==> src/rtl/stim_seq.sv <==
// Programmable three-bit stimulus sequencer: plays stored {A,B,C} vectors, each
// for a programmed number of cycles, from registered outputs, optionally looping.
module stim_seq #(
    parameter int DEPTH  = 8,
    parameter int HOLD_W = 8,
    localparam int AW    = $clog2(DEPTH)
) (
    input  logic              clock,
    input  logic              reset,
    input  logic              load_en,
    input  logic [AW-1:0]     load_addr,
    input  logic [2:0]        load_vec,
    input  logic [HOLD_W-1:0] load_hold,
    input  logic [AW:0]       seq_len,
    input  logic              loop,
    input  logic              start,
    input  logic              stop,
    output logic              a,
    output logic              b,
    output logic              c,
    output logic              busy,
    output logic              done,
    output logic [AW-1:0]     step
);

    typedef enum logic {
        IDLE = 1'b0,
        RUN  = 1'b1
    } state_t;

    localparam logic [AW:0] LP_DEPTH = (AW+1)'(DEPTH);

    logic [2:0]        r_memVec  [DEPTH];
    logic [HOLD_W-1:0] r_memHold [DEPTH];

    state_t            r_state;
    logic [2:0]        r_vec;
    logic [AW-1:0]     r_step;
    logic [HOLD_W-1:0] r_cnt;
    logic [AW:0]       r_len;
    logic              r_loop;
    logic              r_done;

    state_t            w_stateNext;
    logic [2:0]        w_vecNext;
    logic [AW-1:0]     w_stepNext;
    logic [HOLD_W-1:0] w_cntNext;
    logic [AW:0]       w_lenNext;
    logic              w_loopNext;
    logic              w_doneNext;
    logic [AW-1:0]     w_stepInc;
    logic [AW:0]       w_lenLast;
    logic [AW:0]       w_lenClamp;

    assign w_stepInc  = r_step + AW'(1);
    assign w_lenLast  = r_len - (AW+1)'(1);
    assign w_lenClamp = (seq_len > LP_DEPTH) ? LP_DEPTH : seq_len;

    // Pattern memory has no reset so stored patterns survive a reset mid-run.
    always_ff @(posedge clock) begin
        if (load_en && (r_state == IDLE)) begin
            r_memVec[load_addr]  <= load_vec;
            r_memHold[load_addr] <= load_hold;
        end
    end

    always_ff @(posedge clock) begin
        if (reset) begin
            r_state <= IDLE;
            r_vec   <= '0;
            r_step  <= '0;
            r_cnt   <= '0;
            r_len   <= '0;
            r_loop  <= 1'b0;
            r_done  <= 1'b0;
        end else begin
            r_state <= w_stateNext;
            r_vec   <= w_vecNext;
            r_step  <= w_stepNext;
            r_cnt   <= w_cntNext;
            r_len   <= w_lenNext;
            r_loop  <= w_loopNext;
            r_done  <= w_doneNext;
        end
    end

    always_comb begin
        w_stateNext = r_state;
        w_vecNext   = r_vec;
        w_stepNext  = r_step;
        w_cntNext   = r_cnt;
        w_lenNext   = r_len;
        w_loopNext  = r_loop;
        w_doneNext  = 1'b0;

        if (stop) begin
            w_stateNext = IDLE;
            w_vecNext   = 3'b000;
            w_stepNext  = '0;
            w_cntNext   = '0;
        end else begin
            unique case (r_state)
                IDLE: begin
                    if (start) begin
                        if (seq_len == '0) begin
                            w_doneNext = 1'b1;
                        end else begin
                            w_lenNext   = w_lenClamp;
                            w_loopNext  = loop;
                            w_stepNext  = '0;
                            w_vecNext   = r_memVec[0];
                            w_cntNext   = r_memHold[0];
                            w_stateNext = RUN;
                        end
                    end
                end
                RUN: begin
                    if (r_cnt != '0) begin
                        w_cntNext = r_cnt - HOLD_W'(1);
                    end else if ({1'b0, r_step} != w_lenLast) begin
                        w_stepNext = w_stepInc;
                        w_vecNext  = r_memVec[w_stepInc];
                        w_cntNext  = r_memHold[w_stepInc];
                    end else if (r_loop) begin
                        w_stepNext = '0;
                        w_vecNext  = r_memVec[0];
                        w_cntNext  = r_memHold[0];
                    end else begin
                        // Done is raised in the same cycle the outputs return to 000.
                        w_stepNext  = '0;
                        w_vecNext   = 3'b000;
                        w_doneNext  = 1'b1;
                        w_stateNext = IDLE;
                    end
                end
                default: w_stateNext = IDLE;
            endcase
        end
    end

    assign {a, b, c} = r_vec;
    assign busy      = (r_state == RUN);
    assign done      = r_done;
    assign step      = r_step;

endmodule
==> config.mk <==
export PLATFORM = sky130hd
export DESIGN_NAME = stim_seq
export DESIGN_NICKNAME = d
export VERILOG_FILES = /design/src/rtl/stim_seq.sv
export SDC_FILE = /design/constraint.sdc
export NUM_CORES = 1
export LEC_CHECK = 0
export ABC_CLOCK_PERIOD_IN_PS = 5800
export CAP_MARGIN = 20
export CORE_AREA = 2 2 111 113
export DETAILED_ROUTE_END_ITERATION = 8
export DIE_AREA = 0 0 113 115
export GPL_ROUTABILITY_DRIVEN = 0
export GPL_TIMING_DRIVEN = 0
export PLACE_DENSITY_LB_ADDON = 0.12
export SYNTH_ARGS = -nofsm -noshare
export SYNTH_HDL_FRONTEND = slang
export SYNTH_SLANG_ARGS = --single-unit
==> constraint.sdc <==
create_clock -name clock -period 5.8 [get_ports clock]
set_clock_uncertainty 0.05 [all_clocks]
set_input_delay 0.58 -clock clock [delete_from_list [all_inputs] [get_ports clock]]
set_output_delay 0.58 -clock clock [all_outputs]
set_load 0.1 [all_outputs]
# [After elaboration in Yosys (flattened, before gate mapping)]
# Memory sizes are Yosys's and may differ from the RTL's.
# Cells that the tools add are included.
[word_totals] reg_bits=21 word_cells=60 memories=2 inputBits=24 ram_bits=88 output_inout_bits=8
[mem_list] name="r_memHold" words=8 width=8 rd=2 rd_clocked_by_memory_dff=0 write_ports=1 line_no="34" rtl="logic [HOLD_W-1:0] r_memHold [DEPTH];"
[mem_list] name="r_memVec" words=8 width=3 rd=2 rd_clocked_by_memory_dff=0 write_ports=1 line_no="33" rtl="logic [2:0] r_memVec [DEPTH];"
[classes] order_cmp=1 n_addsub=3 eq_ne=5 n_bitwise=3 reduce_logical=7 mux=32
[op_table] cell="8-bit two-way mux" count=5
[op_table] cell="3-bit two-way mux" count=9
[op_table] cell="8-bit one-hot mux with 2 select lines" count=1
[op_table] cell="1-bit two-way mux" count=12
[op_table] cell="3-bit one-hot mux with 2 select lines" count=2
[op_table] cell="8-bit nonzero test" count=1
[op_table] cell="8-bit by 1-bit subtractor with 8-bit output (second input constant)" count=1
[op_table] cell="2-bit != test (second input constant)" count=3
[op_table] cell="3-bit AND reduction" count=2
[op_table] cell="4-bit greater-than comparator (second input constant)" count=1
[op_table] cell="4-bit zero test" count=1
[op_table] cell="4-bit two-way mux" count=1
[op_table] cell="3-bit by 4-bit != test with 1-bit output" count=1
[op_table] cell="4-bit by 1-bit != test with 1-bit output (second input constant)" count=1
[op_table] cell="1-bit one-hot mux with 2 select lines" count=2
[op_table] cell="4-bit AND reduction" count=1
[op_table] cell="4-bit by 1-bit subtractor with 4-bit output (second input constant)" count=1
[op_table] cell="3-bit by 1-bit adder with 3-bit output (second input constant)" count=1
[op_table] cell="1-bit inverter" count=3
[op_table] cell="2-bit OR reduction" count=1
[op_table] cell="1-bit logical AND" count=1

# [Logic depth before layout (Yosys ltp)]
# Gate-level depths: netlist of run 1.
[depth] ltp_word=5 ltp_mapped=9 mapped_depth_nobuf=8

# [Worst setup path before layout of run 1]
# Ideal clock, no wire load.
[synth_path] kind="reg2reg" start="register r_step[1], in the netlist step[1]" end="register r_cnt[5]" setup_ns=0.139 n_path_buf=2 period_less_slack_ns=2.842 stages_incl_launch_ff=8 t_required_ns=5.611 setup_slack_ns=2.958 arrival_ns=2.652 cell_sequence="dfxtp_1 -> ha_1 -> buf_2 -> buf_2 -> mux4_2 -> mux2_2 -> a22oi_1 -> a221oi_1"
[synth_via] elab_chain_len=5 word_cells_on_any_way=8 cone_classes="add/sub: 1; eq/ne: 2; mux: 3; reduce/logical: 1; memory: 1"
[synth_rtl] element="start, declared" line_no="38" rtl="logic [AW-1:0] r_step;"
[synth_rtl] element="start signal, assigned" line_no="79" rtl="r_step <= w_stepNext;"
[synth_rtl] element="3-bit by 1-bit adder with 3-bit output" line_no="55" rtl="assign w_stepInc = r_step + AW'(1);"
[synth_rtl] element="memory 8 x 8 bit"
[synth_rtl] element="8-bit two-way mux" line_no="120" rtl="end else if ({1'b0, r_step} != w_lenLast) begin"
[synth_rtl] element="8-bit two-way mux" line_no="118" rtl="if (r_cnt != '0) begin"
[synth_rtl] element="8-bit one-hot mux with 2 select lines" line_no="102" rtl="unique case (r_state)"
[synth_rtl] element="end signal, assigned" line_no="80" rtl="r_cnt <= w_cntNext;"
[synth_rtl] element="end, declared" line_no="39" rtl="logic [HOLD_W-1:0] r_cnt;"
# Parallel ways exist; a longest one is shown, timed or not.
# A chain may end at the register's enable or synchronous reset.

# [Final worst setup path of run 1]
[layout_path] start="register r_step[1], in the netlist step[1]" end="register r_cnt[2]"
# Same word-level chain as after synthesis.

==> impl_metrics.tcl, run 1 <==
set metrics [dict create \
    outcome "finished, violations left" \
    violations "DRC" \
    drtPass1Iterations 6 \
    globalRoute.totalOverflow 0 \
    syn_area_um2 4630 \
    clock-sinks 109 \
    seq_area_frac_synth_pct 66.2 \
    hold_path.startpoint "r_len[1]" \
    avgRoutedWirePerCell_um 20.4 \
    slew_violations 0 \
    cts_buffer_depth 2 \
    number_of_h_tree_levels 3 \
    worstSetupPathType "reg -> reg" \
    drc 4 \
    gr-usage-all-layers_pct 16.8 \
    overall_die_width_um 113 \
    dpl_cells 486 \
    route.vias.total 2764 \
    design.die.area_um2 13000 \
    worst_reg2reg_path_depth 8 \
    synth.yosys.warnings 0 \
    regToRegStartpoint "step[1]" \
    synth_cell_types 48 \
    flip_flop_cell_with_the_highest_count_after_synthesis "sky130_fd_sc_hd__edfxtp_1" \
    setup_repair_after_global_routing_missed_its_margin "no" \
    drt.antenna.violating_nets 0 \
    clock_tree.root_cell "sky130_fd_sc_hd__clkbuf_16" \
    diodes 0 \
    maxClockFrequency_mhz 374 \
    grt_pass1_wl_mm 15.9 \
    library_cell_contributing_the_largest_single_delay_on_the_critical_path "sky130_fd_sc_hd__mux4_2" \
    drt_wl_total_mm 10.3 \
    critical_path.reg2reg.endpoint "r_cnt[2]" \
    std_cell_rows 40 \
    ys_ff_latch 109 \
    io_buffer_count 31 \
    hold_path_depth 2 \
    setup-violations-final 0 \
    total_leakage_power_nw 1.75 \
    period_minus_ws_final_ns 2.67 \
    drtIter0Drc 217 \
    async_flop_share_pct 0 \
    design.final.nets 378 \
    post_cts.resized_instances 0 \
    critical_path_cell_by_cell "ha_1, buf_2, buf_2, mux4_2, mux2i_1, o32ai_1, a211oi_1, nor3_1" \
    post_synth.cell_area_avg_um2 15.4 \
    fp.coreArea_um2 11800 \
    layout_cells_sized_above_1_pct 20.0 \
    number_of_top_level_design_ports 32 \
    cp_slowest_stage_delay_ns 0.57 \
    grt_pass1_vias 2739 \
    cts_tree "yes" \
    holdCritPathClass "reg -> reg" \
    synthesis_to_layout_area_growth_pct 18.6 \
    layoutNonFillerInstCount 502 \
    max_slew_headroom_pct 34.6 \
    synthCells 300 \
    max-vdd-ir-drop_mv 0.162 \
    clock_network_latency_to_the_later_pin_of_the_worst_skew_pair_ns 0.35 \
    largest_net_degree_at_the_start_of_global_routing 17 \
    maximum_capacitance_violations 0 \
    critical-path-top-cell-by-count "sky130_fd_sc_hd__buf_2" \
    critPathArrivalTime_ns 2.84 \
    antenna_found_initial 0 \
    power_density_over_the_cells_nw_per_um2 283 \
    floorplan.initialDensity_pct 39.2 \
    finalHoldViolCount 0 \
    synth-edff-count 88 \
    rrSetupSlack_ns 3.13 \
    cp-end-kind "flop" \
    critical_path_buf_inv_count 2 \
    worst_slew_pin_slew_ns 0.979 \
    cpLargestDelayFamily "multiplexers" \
    period_share_pct 46.1 \
    hold_buffers 0 \
    cts_setup_buffers 0 \
    place_hpwl_mm 7.10 \
    path_clk_slew_ns 0.07 \
    critPathMaxFanout 10 \
    worstHoldEndpoint "r_len[1]" \
    summed_negative_setup_slack_over_all_endpoints_ns 0 \
    synth.net_count 328 \
    timing.critical_path.required_ns 5.97 \
    route.detailed.vias_per_inst 5.51 \
    chipHeight_um 115 \
    tritoncts.num_buffers 9 \
    crit_path_start_kind "flop" \
]
==> worst register-to-register path: cells and delay by family, from the launching register on <==
family / cells / cell delay, ns
multiplexers: 2 / 0.81
adder cells (fa/ha/maj): 1 / 0.29
AO/OA/AOI/OAI: 2 / 0.36
AND/OR/NAND/NOR: 1 / 0.08
buffers and inverters: 2 / 0.60
flip-flops: 1 / 0.35
==> Yosys cell counts, types with 2 or more instances <==
cell | n | share of area (%)
sky130_fd_sc_hd__edfxtp_1 | 88 | 57
sky130_fd_sc_hd__mux4_2 | 22 | 11
sky130_fd_sc_hd__a21oi_1 | 21 | 2.3
sky130_fd_sc_hd__dfxtp_1 | 21 | 9.1
sky130_fd_sc_hd__nor2_1 | 21 | 1.7
sky130_fd_sc_hd__o21ai_0 | 16 | 1.7
sky130_fd_sc_hd__inv_1 | 10 | 0.81
sky130_fd_sc_hd__nor3_1 | 10 | 1.1
sky130_fd_sc_hd__nand2_1 | 8 | 0.65
sky130_fd_sc_hd__mux2i_1 | 7 | 1.5
sky130_fd_sc_hd__a221oi_1 | 5 | 0.95
sky130_fd_sc_hd__mux2_2 | 5 | 1.2
sky130_fd_sc_hd__nor4_1 | 5 | 0.68
sky130_fd_sc_hd__buf_2 | 4 | 0.43
sky130_fd_sc_hd__clkbuf_1 | 4 | 0.32
sky130_fd_sc_hd__ha_1 | 4 | 1.1
sky130_fd_sc_hd__nand3b_1 | 4 | 0.65
sky130_fd_sc_hd__xnor2_1 | 4 | 0.76
sky130_fd_sc_hd__a22oi_1 | 3 | 0.49
sky130_fd_sc_hd__and3_1 | 3 | 0.41
sky130_fd_sc_hd__nand3_1 | 3 | 0.32
sky130_fd_sc_hd__or3b_2 | 3 | 0.57
sky130_fd_sc_hd__a221o_1 | 2 | 0.43
sky130_fd_sc_hd__nor2_2 | 2 | 0.27
sky130_fd_sc_hd__xor2_1 | 2 | 0.38
==> per-stage QoR <==
stage	total power, W	hold WS (ns)	setup slack, ns	area [µm²]	util, %
after floorplan	0.000961	0.406	2.96	4630	-
after global placement	0.00101	0.435	1.82	5120	43.4
after detailed placement	0.00102	0.446	3.03	5230	44.3
after CTS	0.00157	0.456	3.10	5490	46.5
after global routing	0.00161	0.474	2.95	5490	46.5
final	0.00155	0.448	3.13	5490	46.5
==> layer usage <==
metal	global-route usage (%)	vias up	part of all wire, %
met5	0	-	0
met4	7.32	0	3.2
met3	4.27	14	4.4
met2	25.3	64	46
met1	23.1	1398	46
li1	-	1288	-
==> sequential cells by signal, indices dropped and copies added, names as in the netlist <==
register	cells
r_memHold	64
r_memVec	24
r_cnt	8
r_len	4
r_vec	3
step	3
busy	1
done	1
r_loop	1
==> layout make-up <==
type                       instances  area [µm²]
timing repair buffer              39         385
buffer                            11        57.6
inverter                          10        37.5
tap                              147         184
sequential                       109        3060
clock buffer                      11         233
multi-input combinational        170        1500
clock inverter                     5        27.5
fill                            1059        6320
==> report_power, final <==
part	internal [W]	switching, W	total (W)
combinational	0.0000512	0.0000764	0.000128
sequential	0.000863	0.00000895	0.000872
clock	0.000288	0.000264	0.000551
==> cell families (layout without fill, tap and decap cells) <==
family          Yosys count  after routing  share of synthesized area, %
mux                      34             34                          13.4
simple gates             67             67                          7.63
fa+ha+maj                 4              4                          1.08
buf+inv                  21             76                          2.06
flops                   109            109                          66.2
xor+xnor                  7              7                          1.49
compound gates           58             58                          8.11
==> worst max path at each step <==
stage                       from              end  slack (ns)  depth (start not counted)
CTS                      step[1]         r_vec[0]        3.10                          8
global placement    load_addr[0]  r_memHold[1][0]        1.82                          3
global route             step[1]         r_cnt[2]        2.95                          8
detailed placement    seq_len[3]         r_cnt[4]        3.03                          7
finish                   step[1]         r_cnt[2]        3.13                          8
floorplan                step[1]         r_cnt[5]        2.96                          7
==> cells in the final DEF (no fill, tap or decap), types with 2 or more instances in the layout <==
master,instances
sky130_fd_sc_hd__nor4_1,3
sky130_fd_sc_hd__nand3b_1,4
sky130_fd_sc_hd__clkbuf_16,9
sky130_fd_sc_hd__mux2i_1,7
sky130_fd_sc_hd__a21oi_1,21
sky130_fd_sc_hd__ha_1,4
sky130_fd_sc_hd__buf_6,5
sky130_fd_sc_hd__buf_4,5
sky130_fd_sc_hd__nand3_1,3
sky130_fd_sc_hd__dfxtp_1,21
sky130_fd_sc_hd__nor2_1,21
sky130_fd_sc_hd__inv_1,10
sky130_fd_sc_hd__or3b_2,3
sky130_fd_sc_hd__mux4_2,22
sky130_fd_sc_hd__xor2_1,2
sky130_fd_sc_hd__o21ai_0,16
sky130_fd_sc_hd__xnor2_1,4
sky130_fd_sc_hd__nor3_2,4
sky130_fd_sc_hd__a221oi_1,5
sky130_fd_sc_hd__a22oi_1,3
sky130_fd_sc_hd__and3_1,3
sky130_fd_sc_hd__clkinv_1,2
sky130_fd_sc_hd__nor4_2,2
sky130_fd_sc_hd__clkbuf_1,6
sky130_fd_sc_hd__clkdlybuf4s50_1,31
sky130_fd_sc_hd__nor3_1,6
sky130_fd_sc_hd__a221o_1,2
sky130_fd_sc_hd__nand2_1,8
sky130_fd_sc_hd__buf_2,4
sky130_fd_sc_hd__clkinvlp_4,2
sky130_fd_sc_hd__edfxtp_1,88
sky130_fd_sc_hd__nor2_2,2
sky130_fd_sc_hd__mux2_2,5
Power figures use the tool's default switching activity.
==> inputs of run 2 (changes only) <==
--- a/config.mk
+++ b/config.mk
@@ -5,7 +5,7 @@
 export SDC_FILE = /design/constraint.sdc
 export NUM_CORES = 1
 export LEC_CHECK = 0
-export ABC_CLOCK_PERIOD_IN_PS = 5800
+export ABC_CLOCK_PERIOD_IN_PS = 2400
 export CAP_MARGIN = 20
 export CORE_AREA = 2 2 111 113
 export DETAILED_ROUTE_END_ITERATION = 8
==> constraint.sdc (replaced) <==
create_clock -name clock -period 2.4 [get_ports clock]
set_clock_uncertainty 0.05 [all_clocks]
set_input_delay 0.24 -clock clock [delete_from_list [all_inputs] [get_ports clock]]
set_output_delay 0.24 -clock clock [all_outputs]
set_load 0.1 [all_outputs]
==> impl_metrics.tcl, run 2 (same netlist as run 1, synthesis figures left out) <==
set metrics [dict create \
    max_slew_headroom_pct 34.5 \
    slew_violations 0 \
    period_minus_ws_final_ns 2.30 \
    fp.coreArea_um2 11800 \
    most_used_cells_in_the_layout_excluding_fill_and_tap_cells "88 x sky130_fd_sc_hd__edfxtp_1, 31 x sky130_fd_sc_hd__clkdlybuf4s50_1, 22 x sky130_fd_sc_hd__mux4_2" \
    clock_share_of_power_pct 36.4 \
    cts_tree "yes" \
    timing.critical_path.required_ns 2.62 \
    chipHeight_um 115 \
    drc 4 \
    finalHoldViolCount 0 \
    largest_reg_flops 64 \
    drt.antenna.violating_nets 0 \
    critical_path_buf_inv_count 1 \
    regMostFlops "r_memHold" \
    holdCritPathClass "in -> reg" \
    globalRoute.totalOverflow 0 \
    violations "DRC" \
    period_share_pct 96.0 \
    floorplan.initialDensity_pct 39.2 \
    library_cell_contributing_the_largest_single_delay_on_the_critical_path "sky130_fd_sc_hd__a221o_1" \
    cp-end-kind "flop" \
    overall_die_width_um 113 \
    crit_path_start_kind "flop" \
    maximum_capacitance_violations 0 \
    clock_tree.root_cell "sky130_fd_sc_hd__clkbuf_16" \
    route.detailed.vias_per_inst 5.45 \
    reg_top3 "r_memHold (64), r_memVec (24), r_cnt (8)" \
    power_density_over_the_cells_nw_per_um2 676 \
    finalWorstSetupSlack_ns 0.0954 \
    filler_cells 1044 \
    std_cell_rows 40 \
    critPathMaxFanout 8 \
    drtPass1Iterations 6 \
    final_common_cell "sky130_fd_sc_hd__edfxtp_1" \
    power_frac_seq_pct 55.1 \
    clock-sinks 109 \
    path_clk_slew_ns 0.07 \
    comb_power_share_pct 8.5 \
    critPathArrivalTime_ns 2.53 \
    placement.setup.worst_slack_ns -0.230 \
    storage_cell_area_um2 3070 \
    max-vdd-ir-drop_mv 0.352 \
    gr-usage-all-layers_pct 17.0 \
    grt_pass1_wl_mm 16.3 \
    largest_net_degree_at_the_start_of_global_routing 18 \
    multi_input_comb_area_um2 1560 \
    cp_slowest_stage_delay_ns 0.39 \
    cpLargestDelayFamily "compound AO/OA/AOI/OAI gates" \
    timing.hold.ws_ns 0.387 \
    maxClockFrequency_mhz 434 \
    power.switching_fraction_pct 23.3 \
    layoutNonFillerInstCount 509 \
    design.die.area_um2 13000 \
    drtIter0Drc 159 \
    avgRoutedWirePerCell_um 20.1 \
    total_leakage_power_nw 1.81 \
    layout_cells_sized_above_1_pct 24.9 \
    outcome "finished, violations left" \
    cts_buffer_depth 2 \
    tritoncts.num_buffers 9 \
    number_of_h_tree_levels 3 \
    place_hpwl_mm 7.28 \
    clock_network_latency_to_the_later_pin_of_the_worst_skew_pair_ns 0.35 \
    synthesis_to_layout_area_growth_pct 22.1 \
    design.final.nets 385 \
    io_buffer_count 31 \
    number_of_top_level_design_ports 32 \
    total_power_w 0.00382 \
    worstSetupPathType "reg -> reg" \
    p_int_w 0.00293 \
    setup-violations-final 0 \
    dpl_cells 488 \
    rrSetupSlack_ns 0.1 \
    switching_power_w 0.000890 \
    route.vias.total 2773 \
    grt_pass1_vias 2798 \
    drt_wl_total_mm 10.2 \
    worst_slew_pin_slew_ns 0.979 \
    antenna_found_initial 0 \
    summed_negative_setup_slack_over_all_endpoints_ns 0 \
    critical_path_cell_by_cell "inv_1, ha_1, xor2_2, and3b_1, o31a_1, a21o_4, a221o_1, o31ai_2" \
    setup_repair_after_global_routing_missed_its_margin "no" \
    diodes 0 \
]
-- run 2: area by class of cell --
class                   instances  share of cell area (%)
plain buffers                  11                    1.46
clock inverters                 4                   0.576
multi-input cells             170                    27.6
clock buffers                  12                    4.19
flip-flops and latches        109                    54.4
well taps                     147                    3.26
repair buffers                 46                    7.88
inverters                      10                   0.664
-- run 2: path summary, 6_finish.rpt --
check | startpoint | to | cells past startpoint
hold / removal | loop | r_loop | 3
setup / recovery | r_len[0] | r_cnt[4] | 8
hold reg to reg | r_len[1] | r_len[1] | 2
setup reg to reg | r_len[0] | r_cnt[4] | 8
-- run 2: worst min-delay path: stages --
cell and delay (ns):
sky130_fd_sc_hd__clkdlybuf4s50_1 0.40, sky130_fd_sc_hd__nand2_1 0.05, sky130_fd_sc_hd__a21oi_1 0.05
-- run 2: per-layer routing --
metal / track usage (%) / routed length [µm] / vias to the layer above
li1: - / - / 1302
met1: 24.5 / 4800 / 1398
met2: 25.9 / 4800 / 62
met3: 3.43 / 441 / 11
met4: 6.42 / 173 / 0
met5: 0 / 0 / -
-- run 2: power by group through the flow --
stage	clock (W)	sequential (W)	combinational (W)
5_1_grt	0.00149	0.00211	0.000357
3_3_place_gp	0	0.00215	0.000294
4_1_cts	0.00142	0.00210	0.000316
3_5_place_dp	0	0.00215	0.000310
6_report	0.00139	0.00210	0.000325
2_1_floorplan	0	0.00217	0.000153
-- run 2: through the flow --
stage                     cell area (µm²)  utilization [%]
after floorplan                      4640                -
after global placement               5130             43.4
after detailed placement             5260             44.5
after CTS                            5560             47.1
after global routing                 5650             47.8
final                                5650             47.8
-- run 2: timing repair --
action                     4_1_cts  5_1_grt
pin swaps                        1        4
buffers inserted                 1        4
gates resized for setup          6       17
gates cloned                     0        0
setup endpoints to repair       11       13
hold buffers                     0        0
==> inputs of run 3 (changes only) <==
--- a/config.mk
+++ b/config.mk
@@ -12,7 +12,7 @@
 export DIE_AREA = 0 0 113 115
 export GPL_ROUTABILITY_DRIVEN = 0
 export GPL_TIMING_DRIVEN = 0
-export PLACE_DENSITY_LB_ADDON = 0.12
+export PLACE_DENSITY = 0.65
 export SYNTH_ARGS = -nofsm -noshare
 export SYNTH_HDL_FRONTEND = slang
 export SYNTH_SLANG_ARGS = --single-unit
==> impl_metrics.tcl, run 3 (same netlist as run 1, synthesis figures left out) <==
set metrics [dict create \
    period_minus_ws_final_ns 2.34 \
    avgRoutedWirePerCell_um 19.1 \
    timing.critical_path.required_ns 2.63 \
    globalRoute.totalOverflow 0 \
    clock_tree.root_cell "sky130_fd_sc_hd__clkbuf_16" \
    overall_die_width_um 113 \
    route.detailed.vias_per_inst 5.50 \
    finalHoldViolCount 0 \
    final_common_cell "sky130_fd_sc_hd__edfxtp_1" \
    drc 3 \
    critPathArrivalTime_ns 2.57 \
    fp.coreArea_um2 11800 \
    design.final.nets 391 \
    diodes 0 \
    setup-violations-final 0 \
    clock_network_latency_to_the_later_pin_of_the_worst_skew_pair_ns 0.35 \
    violations "DRC" \
    grt_pass1_vias 2902 \
    clock-sinks 109 \
    maximum_capacitance_violations 0 \
    gr-usage-all-layers_pct 16.2 \
    route.vias.total 2835 \
    crit_path_start_kind "flop" \
    drt_wl_total_mm 9.85 \
    drt.antenna.violating_nets 0 \
    hold_path.startpoint "loop" \
    path_clk_slew_ns 0.08 \
    cts_buffer_depth 2 \
    place_hpwl_mm 6.74 \
    worstHoldEndpoint "r_loop" \
    cp_slowest_stage_delay_ns 0.35 \
    chipHeight_um 115 \
    cp-end-kind "flop" \
    worstSetupPathType "reg -> reg" \
    most_used_cells_in_the_layout_excluding_fill_and_tap_cells "88 x sky130_fd_sc_hd__edfxtp_1, 31 x sky130_fd_sc_hd__clkdlybuf4s50_1, 22 x sky130_fd_sc_hd__mux4_2" \
    slew_violations 0 \
    io_buffer_count 31 \
    post-route-util_pct 49.0 \
    critical_path_cell_by_cell "inv_1, ha_4, xor2_4, nor4bb_4, o31a_1, nor2_4, buf_4, buf_4, a221o_1, o31ai_2" \
    regToRegStartpoint "r_len[0]" \
    largest_reg_flops 64 \
    floorplan.initialDensity_pct 39.2 \
    drtIter0Drc 144 \
    antenna_found_initial 0 \
    design.die.area_um2 13000 \
    rrSetupSlack_ns 0.06 \
    max_slew_headroom_pct 34.8 \
    dpl_cells 485 \
    power_density_over_the_cells_nw_per_um2 671 \
    layout_cells_sized_above_1_pct 28.0 \
    total_leakage_power_nw 1.87 \
    critical-path-top-cell-by-count "sky130_fd_sc_hd__buf_4" \
    outcome "finished, violations left" \
    reg_top3 "r_memHold (64), r_memVec (24), r_cnt (8)" \
    hold_path_depth 3 \
    max-vdd-ir-drop_mv 0.349 \
    largest_net_degree_at_the_start_of_global_routing 21 \
    maxClockFrequency_mhz 427 \
    cts_tree "yes" \
    worst_slew_pin_slew_ns 0.974 \
    drtPass1Iterations 9 \
    critPathMaxFanout 4 \
    setup_repair_after_global_routing_missed_its_margin "yes" \
    holdCritPathClass "in -> reg" \
    library_cell_contributing_the_largest_single_delay_on_the_critical_path "sky130_fd_sc_hd__dfxtp_2" \
    number_of_h_tree_levels 3 \
    worst_reg2reg_path_depth 10 \
    regMostFlops "r_memHold" \
    std_cell_rows 40 \
    critical_path.reg2reg.endpoint "r_cnt[4]" \
    synthesis_to_layout_area_growth_pct 25.0 \
    period_share_pct 97.6 \
    grt_pass1_wl_mm 15.8 \
    tritoncts.num_buffers 9 \
    layoutNonFillerInstCount 515 \
    number_of_top_level_design_ports 32 \
]
run 3: metal layers:
| layer | part of all wire [%] | vias up | global-route usage, % |
|---|---|---|---|
| met2 | 47 | 61 | 25.4 |
| met1 | 47 | 1443 | 21.9 |
| met4 | 1.8 | 0 | 7.24 |
| met5 | 0 | - | 0 |
| met3 | 4.0 | 16 | 3.37 |
| li1 | - | 1315 | - |
run 3: power by group:
group	total [W]	internal [W]	switching [W]	leakage, nW
clock network	0.00143	0.000730	0.000704	0.140
logic	0.000345	0.000149	0.000196	0.761
registers	0.00210	0.00208	0.0000227	0.972
total	0.00388	0.00296	0.000923	1.87
run 3: cell type report:
type / count / area (µm²)
timing repair buffer: 52 / 492
fill: 1019 / 6030
buffer: 11 / 83.8
clock buffer: 9 / 225
clock inverter: 7 / 65.1
inverter: 10 / 37.5
multi-input combinational: 170 / 1620
tap: 147 / 184
sequential: 109 / 3070
run 3: per-stage QoR:
stage	instance area [µm²]	setup TNS, ns	total power [W]	setup WS [ns]	hold WS, ns
final	5790	0	0.00388	0.0583	0.398
after global routing	5790	-0.0667	0.00403	-0.0667	0.428
after CTS	5570	0	0.00389	0.0167	0.394
after detailed placement	5240	-4.55	0.00245	-0.260	0.445
after global placement	5130	-48.76	0.00243	-1.02	0.436
after floorplan	4640	-5.87	0.00232	-0.267	0.259
run 3: repair_timing:
action	in CTS	in global routing
pin swaps	1	6
gates resized for setup	7	26
hold buffers	0	0
buffers inserted	2	10
setup endpoints to repair	12	18
run 3: worst max-delay path: cells and delay by family, from the launching register on:
kind	cells	cell delay, ns
adder cells (fa/ha/maj)	1	0.17
XOR/XNOR	1	0.16
AO/OA/AOI/OAI	3	0.79
AND/OR/NAND/NOR	2	0.38
buffers and inverters	3	0.36
flip-flops	1	0.35
run 3: worst max-delay path by stage:
stage                      start  slack, ns         endpoint
floorplan                   busy      -0.27  r_memHold[1][0]
detailed placement  load_addr[1]      -0.26  r_memHold[4][7]
global route            r_len[0]      -0.07         r_cnt[4]
finish                  r_len[0]       0.06         r_cnt[4]
global placement    load_addr[0]      -1.02  r_memHold[1][7]
CTS                      step[1]       0.02         r_cnt[2]
==> variant, RTL diff (flow settings as in run 3) <==
The parameter `DEPTH` goes from 8 to 16.
--- a/src/rtl/stim_seq.sv
+++ b/src/rtl/stim_seq.sv
@@ -1,7 +1,7 @@
 // Programmable three-bit stimulus sequencer: plays stored {A,B,C} vectors, each
 // for a programmed number of cycles, from registered outputs, optionally looping.
 module stim_seq #(
-    parameter int DEPTH  = 8,
+    parameter int DEPTH  = 16,
     parameter int HOLD_W = 8,
     localparam int AW    = $clog2(DEPTH)
 ) (
Interface: changed (resized load_addr, seq_len and step); port bits go from 32 to 35. The function was not compared with the original's and may differ.
==> variant against run 3 <==
  * The flow still finishes with violations (DRC)
  * Clock power up 110%
  * Worst setup slack got worse by 0.028 ns
  * Sequential cell count grew 90
  * Power is 87% higher
  * Final area increased by 69%
  * Routed wire length grew 99%
  * Maximum frequency shrank 1.2%
  * Count of clock-buffer cells in the layout is 8 higher
  * Hold slack lost 0.31 ns
  * Area after synthesis up 78%
==> variant: results (changes against run 3) <==
rr_worst_depth: 7  # was 10
first_iter_violations: 646  # was 144
reg2reg_slack_ns: 0.03  # was 0.06 ns
grt_pass1_vias: 4912  # was 2902
synth_common_cells: "edfxtp_1, mux4_2, nor2_1, dfxtp_1"  # was edfxtp_1, mux4_2, a21oi_1, dfxtp_1, nor2_1
wl_per_cell_um: 28.1  # was 19.1 um
wirelength_met1_mm: 7.63  # was 4.62 mm
power_leakage_uw: 0.00316  # was 0.00187 uW
clk_pin_slew_ns: 0.07
dr.pass1.iters: 7  # was 9
critPathMaxStageDelay_ns: 0.53  # was 0.35 ns
track_usage_pct: 32.3  # was 16.2%
synthesis.nets: 501  # was 328
drc: 3  # unchanged
hold_depth: 2  # was 3
holdWs_ns: 0.0856  # was 0.398 ns
min_from: "reset"  # was loop
synth_sequential_area_ratio_pct: 69.7  # was 66.2%
relSlewSlack_pct: 34.9  # was 34.8%
pre_cts_slack_ns: -0.341  # was -0.260 ns
wl_met3_mm: 1.62  # was 390 um
drive_gt1_share_pct: 27.8  # was 28.0%
regToRegStartpoint: "step[0]$_SDFFE_PP0P_"  # was r_len[0]$_SDFFE_PP0P_
clk_latency_ns: 0.45  # was 0.35 ns
crit_arrival_ns: 2.62  # was 2.57 ns
r2r-end: "r_cnt[3]$_SDFFE_PP0P_"  # was r_cnt[4]$_SDFFE_PP0P_
nFillCells: 560  # was 1019
peakVddDrop_mv: 1.13  # was 0.349 mV
netlist-cell-type-count: 53  # was 48
numCtsBuffers: 17  # was 9
fmax_mhz: 422  # was 427 MHz
cp_max_fo: 10  # was 4
outcome: "finished, violations left"  # unchanged
synth_edf_count: 176  # was 88
cts.htree.levels: 4  # was 3
setup_violations: 0  # unchanged
place_hpwl_mm: 12.2  # was 6.74 mm
nNetsFinal: 569  # was 391
crit_type: "flop to flop"  # unchanged
routed-wl-met2_mm: 9.50  # was 4.66 mm
violations: "DRC"  # unchanged
grt_first_pass_wirelength_mm: 29.5  # was 15.8 mm
reg_top3: "r_memHold (128), r_memVec (48), r_cnt (8)"  # was r_memHold (64), r_memVec (24), r_cnt (8)
grt_max_degree: 19  # was 21
port_buffers: 33  # was 31
hold-path-endpoint: "r_len[4]$_SDFFE_PP0P_"  # was r_loop$_SDFFE_PP0P_
viasPerCell: 7.02  # was 5.50
synth_area_leaders: "edfxtp_1, mux4_2, dfxtp_1"  # unchanged
slowest_stage: "mux4_2"  # was dfxtp_2
-- variant: cell count changes in the layout (fill, tap and decap cells not counted), sizes merged, moves of 5 or more --
cell / before / now
o22ai: 0 / 11
mux4: 22 / 51
nor3: 10 / 15
nor2: 23 / 33
clkbuf: 14 / 23
nand2: 9 / 19
edfxtp: 88 / 176
-- variant: timing repair --
action,CTS,global route
gates resized for setup,23,19
hold buffers,0,0
pin swaps,3,6
endpoints found under the setup margin,91,23
gates cloned,0,0
setup buffers,4,4
-- variant: cells by family (layout without fill, tap and decap cells) --
kind of cell,after synthesis,after routing,synth area share (%)
muxes,59,59,14.9
buffers and inverters,28,108,1.78
DFF,199,199,69.7
AOI/OAI and AO/OA,78,78,6.45
xor gates and xnor gates,8,8,0.941
adders and majority gates,4,4,0.607
and+or+nand+nor,95,95,5.61
-- variant: worst max-delay path, delay by kind of cell (launching register included) --
kind / cells / cell delay (ns)
DFF: 1 / 0.38
AOI/OAI and AO/OA: 2 / 0.28
adders and majority gates: 1 / 0.29
buffers and inverters: 2 / 0.35
muxes: 2 / 0.87
-- variant: routing by layer --
| layer | up-vias | global-route usage [%] |
|---|---|---|
| met1 | 2493 | 44.1 |
| met4 | 0 | 14.5 |
| met5 | - | 0 |
| met3 | 61 | 6.96 |
| li1 | 2063 | - |
| met2 | 283 | 51.4 |
-- variant: area by class of cell --
| cell class | count | area (um2) | share of cell area (%) |
|---|---|---|---|
| clock buffer | 17 | 425 | 4.34 |
| buffer | 19 | 181 | 1.85 |
| tap | 147 | 184 | 1.88 |
| timing repair buffer | 50 | 503 | 5.13 |
| sequential | 199 | 5760 | 58.8 |
| clock inverter | 14 | 189 | 1.93 |
| inverter | 8 | 30.0 | 0.306 |
| multi-input combinational | 244 | 2530 | 25.8 |
-- variant: power breakdown --
part | leakage, uW | switching, uW | total [uW] | internal [uW]
Sequential | 0.00178 | 27.7 | 3840 | 3810
Combinational | 0.00107 | 279 | 452 | 173
Clock | 0.000304 | 1320 | 2990 | 1670
-- variant: metrics by stage --
stage	area (um2)	total power [uW]	std cells	utilization, %	TNS, ns
6_report	9800	7280	698	83.0	0
3_3_place_gp	8830	4310	651	74.7	-36.45
4_1_cts	9680	7270	694	81.9	-0.0187
3_5_place_dp	8930	4330	660	75.6	-14.92
5_1_grt	9800	7430	698	83.0	-0.0214
2_1_floorplan	8310	4160	471	-	-0.00229
